## src/rtl/gray_pkg.sv

```systemverilog
// Shared mode constants and Gray-code conversion helpers for the gray codec pipeline.
// Helpers work on MAX_W-bit words; callers zero-extend narrower words before calling.
package gray_pkg;

  localparam int MAX_W = 64;

  localparam logic MODE_B2G = 1'b0;
  localparam logic MODE_G2B = 1'b1;

  function automatic logic [MAX_W-1:0] bin2gray(input logic [MAX_W-1:0] b);
    return b ^ (b >> 1);
  endfunction

  // Resolves the prefix XOR for bits >= lo_base; bits below lo_base are returned raw.
  function automatic logic [MAX_W-1:0] gray2bin_hi(input logic [MAX_W-1:0] g,
                                                   input int lo_base);
    logic [MAX_W-1:0] r;
    logic acc;
    r   = '0;
    acc = 1'b0;
    for (int i = MAX_W - 1; i >= 0; i--) begin
      if (i >= lo_base) begin
        acc  = acc ^ g[i];
        r[i] = acc;
      end else begin
        r[i] = g[i];
      end
    end
    return r;
  endfunction

  // Finishes the bits below lo_base, seeded from the already-resolved bit lo_base.
  function automatic logic [MAX_W-1:0] gray2bin_lo(input logic [MAX_W-1:0] p,
                                                   input int lo_base);
    logic [MAX_W-1:0] r;
    logic acc;
    r   = '0;
    acc = 1'b0;
    for (int i = MAX_W - 1; i >= 0; i--) begin
      if (i < lo_base) begin
        acc  = acc ^ p[i];
        r[i] = acc;
      end else begin
        r[i] = p[i];
        acc  = p[i];
      end
    end
    return r;
  endfunction

  function automatic logic is_adjacent(input logic [MAX_W-1:0] a,
                                       input logic [MAX_W-1:0] b);
    logic [MAX_W-1:0] d;
    int cnt;
    d   = a ^ b;
    cnt = 0;
    for (int i = 0; i < MAX_W; i++) begin
      if (d[i]) cnt++;
    end
    return cnt == 1;
  endfunction

endpackage

```

## src/rtl/gray_pipe_slice.sv

```systemverilog
// Single-entry valid/ready register slice; full throughput when downstream is ready.
module gray_pipe_slice #(
  parameter int W = 6
) (
  input  logic         clk,
  input  logic         rst_n,
  input  logic         in_valid,
  output logic         in_ready,
  input  logic [W-1:0] in_data,
  output logic         out_valid,
  input  logic         out_ready,
  output logic [W-1:0] out_data
);

  assign in_ready = !out_valid || out_ready;

  // NOTE: sequential state uses non-blocking assignments so every register samples pre-edge values.
  always_ff @(posedge clk or negedge rst_n) begin
    if (!rst_n) begin
      out_valid <= 1'b0;
      out_data  <= '0;
    end else if (in_ready) begin
      out_valid <= in_valid;
      if (in_valid) out_data <= in_data;
    end
  end

endmodule

```

## src/rtl/gray_codec_pipe.sv

```systemverilog
// Two-stage streaming binary<->Gray converter with per-word mode and valid/ready handshake.
// Define GRAY_ADJ_CHECK_EN to flag Gray->binary inputs that are not adjacent to the previous one.
module gray_codec_pipe
  import gray_pkg::*;
#(
  parameter int WIDTH = 4,
  parameter int SPLIT = WIDTH / 2
) (
  input  logic             clk,
  input  logic             rst_n,
  input  logic             in_valid,
  output logic             in_ready,
  input  logic [WIDTH-1:0] in_data,
  input  logic             in_mode,
  output logic             out_valid,
  input  logic             out_ready,
  output logic [WIDTH-1:0] out_data,
  output logic             out_mode,
  output logic             out_err
);

  localparam int LO_BASE = WIDTH - SPLIT;
  localparam int SW      = WIDTH + 2;

  logic [WIDTH-1:0] s1_partial;
  logic             s1_err_d;
  logic [SW-1:0]    s1_q;
  logic             s1_valid;
  logic             s2_ready;
  logic [WIDTH-1:0] s2_result;
  logic [SW-1:0]    s2_q;
  logic             in_xfer;

  assign in_xfer = in_valid && in_ready;

  always_comb begin
    s1_partial = '0;
    if (in_mode == MODE_G2B) s1_partial = WIDTH'(gray2bin_hi(MAX_W'(in_data), LO_BASE));
    else                     s1_partial = WIDTH'(bin2gray(MAX_W'(in_data)));
  end

`ifdef GRAY_ADJ_CHECK_EN
  logic [WIDTH-1:0] prev_gray;
  logic             have_prev;

  // Only Gray->binary words update the history; the first one after reset has nothing to compare to.
  always_ff @(posedge clk or negedge rst_n) begin
    if (!rst_n) begin
      prev_gray <= '0;
      have_prev <= 1'b0;
    end else if (in_xfer && in_mode == MODE_G2B) begin
      prev_gray <= in_data;
      have_prev <= 1'b1;
    end
  end

  assign s1_err_d = (in_mode == MODE_G2B) && have_prev &&
                    !is_adjacent(MAX_W'(in_data), MAX_W'(prev_gray));
`else
  assign s1_err_d = 1'b0;
`endif

  gray_pipe_slice #(.W(SW)) u_s1 (
    .clk      (clk),
    .rst_n    (rst_n),
    .in_valid (in_valid),
    .in_ready (in_ready),
    .in_data  ({s1_err_d, in_mode, s1_partial}),
    .out_valid(s1_valid),
    .out_ready(s2_ready),
    .out_data (s1_q)
  );

  always_comb begin
    s2_result = s1_q[WIDTH-1:0];
    if (s1_q[WIDTH] == MODE_G2B) s2_result = WIDTH'(gray2bin_lo(MAX_W'(s1_q[WIDTH-1:0]), LO_BASE));
  end

  gray_pipe_slice #(.W(SW)) u_s2 (
    .clk      (clk),
    .rst_n    (rst_n),
    .in_valid (s1_valid),
    .in_ready (s2_ready),
    .in_data  ({s1_q[WIDTH+1], s1_q[WIDTH], s2_result}),
    .out_valid(out_valid),
    .out_ready(out_ready),
    .out_data (s2_q)
  );

  assign out_data = s2_q[WIDTH-1:0];
  assign out_mode = s2_q[WIDTH];
  assign out_err  = s2_q[WIDTH+1];

endmodule
```

## config.mk

```make
export PLATFORM = sky130hd
export DESIGN_NAME = gray_codec_pipe
export DESIGN_NICKNAME = d
export VERILOG_FILES = /design/src/rtl/gray_pkg.sv /design/src/rtl/gray_pipe_slice.sv /design/src/rtl/gray_codec_pipe.sv
export SDC_FILE = /design/constraint.sdc
export NUM_CORES = 1
export LEC_CHECK = 0
export CORE_MARGIN = 2
export CORE_UTILIZATION = 39
export CTS_CLUSTER_SIZE = 24
export DETAILED_ROUTE_END_ITERATION = 8
export HOLD_SLACK_MARGIN = 0.15
export PLACE_DENSITY = 0.72
export SLEW_MARGIN = 20
export SYNTH_ARGS = -nofsm -noshare
export SYNTH_HDL_FRONTEND = slang
export SYNTH_SLANG_ARGS = --single-unit
```

## constraint.sdc

```tcl
create_clock -name clk -period 1.15 [get_ports clk]
set_input_delay 0.23 -clock clk [delete_from_list [all_inputs] [get_ports clk]]
set_output_delay 0.23 -clock clk [all_outputs]
set_load 0.05 [all_outputs]
```

==> results of run 1 <==
-- sequential cells by signal (all words and copies together), names as in the netlist --
signal	count
u_s2.out_data	5
u_s1.out_valid	1
u_s2.out_valid	1
u_s1.out_data	5
-- metrics by stage --
stage          total power [mW]  area [um2]  hold slack (ns)
6_report                  1.750       967.2           0.2357
5_1_grt                   1.819       967.2           0.2729
4_1_cts                   1.715       933.4           0.2413
3_5_place_dp              1.319       827.0           0.4920
3_3_place_gp              1.306       827.0           0.4900
2_1_floorplan            0.9508       558.0         -0.06559
-- cells by family (layout without fill, tap and decap cells) --
family          count (synthesis)  after routing  synth area share [%]
mux                             8              8                 16.51
simple gates                   11             11                 12.84
xor+xnor                        5              5                 8.029
other cells                     1              1                0.6874
flops                          12             12                 55.05
compound gates                  5              5                 4.816
buf+inv                         2             32                 2.064
-- critical path, stage by stage, from the launching register on --
cell      delay (ns)
dfrtp_2         0.41
nand3b_1        0.13
buf_6           0.12
buf_12          0.12
-- cell usage in the layout (no fill, tap or decap) --
master	n
nand2b_1	4
inv_1	1
buf_12	7
and2_4	1
dfrtp_1	11
clkbuf_4	3
a21oi_1	3
mux2_2	1
nand2_1	1
buf_6	3
clkbuf_8	1
nand2_8	1
xor2_1	2
buf_4	9
a31oi_1	1
xnor2_1	3
nand2b_4	1
nand3b_1	1
clkdlybuf4s50_1	7
nand2_4	1
mux2_4	7
conb_1	1
or3_1	1
dfrtp_2	1
o21ai_0	1
dlygate4sd2_1	1
-- area by class of cell --
class | instances | area (um2)
Sequential cell | 12 | 301.5
Timing Repair Buffer | 27 | 320.3
Multi-Input combinational cell | 30 | 286.5
Tap cell | 15 | 18.77
Clock buffer | 4 | 36.28
Inverter | 1 | 3.754
Fill cell | 95 | 334.1
-- metal layers --
metal  GRT usage (%)  wire (um)
met1           16.67        470
met5               0          0
met2           20.63        580
met3           5.217         56
met4           11.61         31
-- power groups by stage --
stage / sequential, mW / combinational, mW / clock (mW)
floorplan: 0.775 / 0.176 / 0
detailed placement: 0.617 / 0.702 / 0
finish: 0.603 / 0.797 / 0.350
global route: 0.613 / 0.830 / 0.375
CTS: 0.605 / 0.758 / 0.351
global placement: 0.611 / 0.695 / 0
-- worst paths after layout --
kind / start / end / depth (start not counted)
min in group clk: out_ready / u_s1.out_valid / 4
max in group asynchronous: rst_n / u_s2.out_valid / 2
min reg2reg: u_s1.out_data[3] / u_s2.out_data[3] / 1
min: rst_n / u_s1.out_data[4] / 2
max: u_s2.out_valid / in_ready / 3
max reg2reg: u_s2.out_valid / u_s1.out_data[3] / 5
-- repair_timing --
action | 4_1_cts | 5_1_grt
buffers inserted | 4 | 5
endpoints found under the setup margin | 6 | 11
resized for setup | 10 | 4
pin swaps | 1 | 3
==> impl_metrics.env, run 1 <==
export IMPL_max_cap_viol_count=0
export IMPL_synth_distinct_cells=16
export IMPL_synth_area_top_cells="dfrtp_1 55%, mux2_2 17%, xnor2_1 4.8%"
export IMPL_holdBufCountCts=0
export IMPL_grt_max_degree=13
export IMPL_die_area_um2=1714
export IMPL_setup_slack_ns=-0.1519
export IMPL_drtIter0Drc=1
export IMPL_firstDrtPassIters=3
export IMPL_setup_viol=8
export IMPL_antenna_left=0
export IMPL_rsz0062_at_grt="true"
export IMPL_fmax_mhz=768.1
export IMPL_wirelength_mm=1.139
export IMPL_power_frac_seq_pct=34.4
export IMPL_h_tree_depth=1
export IMPL_combinationalPowerShare_pct=45.5
export IMPL_die_h_um=41.40
export IMPL_holdCritPathClass="primary input to asynchronous set/reset pin"
export IMPL_cts_tree="built"
export IMPL_drive_gt1_share_pct=48.65
export IMPL_cts_buffers=3
export IMPL_grt_antenna_before_repair=0
export IMPL_pre_cts_slack_ns=-0.3159
export IMPL_antenna_cells=0
export IMPL_cp_start_kind="register"
export IMPL_fin_cells=89
export IMPL_critPathMaxFanout=2
export IMPL_fin_skew_ns=0.005287
export IMPL_num_io_pins=17
export IMPL_final_nets=84
export IMPL_grt_overflow_total=0
export IMPL_drc=0
export IMPL_r2r_setup_slack_ns=-0.11
export IMPL_clkTransAtPathRegs_ns=0.08
export IMPL_synth_edf_count=0
export IMPL_dp_cells=78
export IMPL_seq_area_frac_synth_pct=55.05
export IMPL_syn_nets=53
export IMPL_die_width_um=41.40
export IMPL_synthTopCellsByCount="12 x dfrtp_1, 8 x mux2_2, 4 x nand2b_1"
export IMPL_failed_checks="negative setup slack"
export IMPL_swShare_pct=34.75
export IMPL_synth_ff_type="dfrtp_1"
export IMPL_cts_sinks=12
export IMPL_p_switching_mw=0.6080
export IMPL_grt_pass1_vias=391
export IMPL_worstPathRequired_ns=0.92
export IMPL_vdd_ir_drop_worst_uv=1266
export IMPL_hpwl_um=750.8
export IMPL_finalSetupTns_ns=-0.7883
export IMPL_wl_per_cell_um=12.80
export IMPL_outcome="finished with violations"
export IMPL_clkPwrFrac_pct=20.0
export IMPL_grt_pass1_wl_mm=1.738
export IMPL_vias_per_cell=4.787
export IMPL_crit_type="register to primary output"
export IMPL_leakage_nw=0.4520
export IMPL_synth_area_per_cell_um2=12.40
export IMPL_hold_violations=0
export IMPL_ys_warn_count=0
export IMPL_areaGrowthSynthToFinish_pct=77.29
export IMPL_routabilityCongestion=0.6603
export IMPL_slew_viol_final=0
export IMPL_synth_area_um2=545.5
export IMPL_async_flop_share_pct=100.0
export IMPL_yosysTopAreaCell="dfrtp_1"
export IMPL_arrival_ns=1.07
export IMPL_io_buffers=15
export IMPL_root_buffer="clkbuf_4"
export IMPL_synth_most_common_cell="dfrtp_1"
export IMPL_core_um2=1301
export IMPL_power_density_nw_per_um2=1809
export IMPL_ys_seq_elements=12
export IMPL_initial_core_util_pct=41.92
export IMPL_vias=426
export IMPL_endpoint_kind="primary output"
export IMPL_synth_top_area_share_pct=55.05
export IMPL_row_count=13
export IMPL_internal_power_mw=1.142
export IMPL_grt_usage_pct=14.25
export IMPL_cts_buffer_depth=2
export IMPL_synthCells=44
export IMPL_finalCoreUtilization_pct=74.33
export IMPL_period_share_pct=113.2
export IMPL_fin_crit_ns=1.302
export IMPL_clkLatencyLatePin_ns=0.29
Power figures use the tool's default switching activity.
==> run 2: changes to the inputs <==
--- a/config.mk
+++ b/config.mk
@@ -5,6 +5,7 @@
 export SDC_FILE = /design/constraint.sdc
 export NUM_CORES = 1
 export LEC_CHECK = 0
+export CAP_MARGIN = 10
 export CORE_MARGIN = 2
 export CORE_UTILIZATION = 39
 export CTS_CLUSTER_SIZE = 24
==> results of run 2 <==
No change in the layout: final DEF, timing and power equal those of run 1.
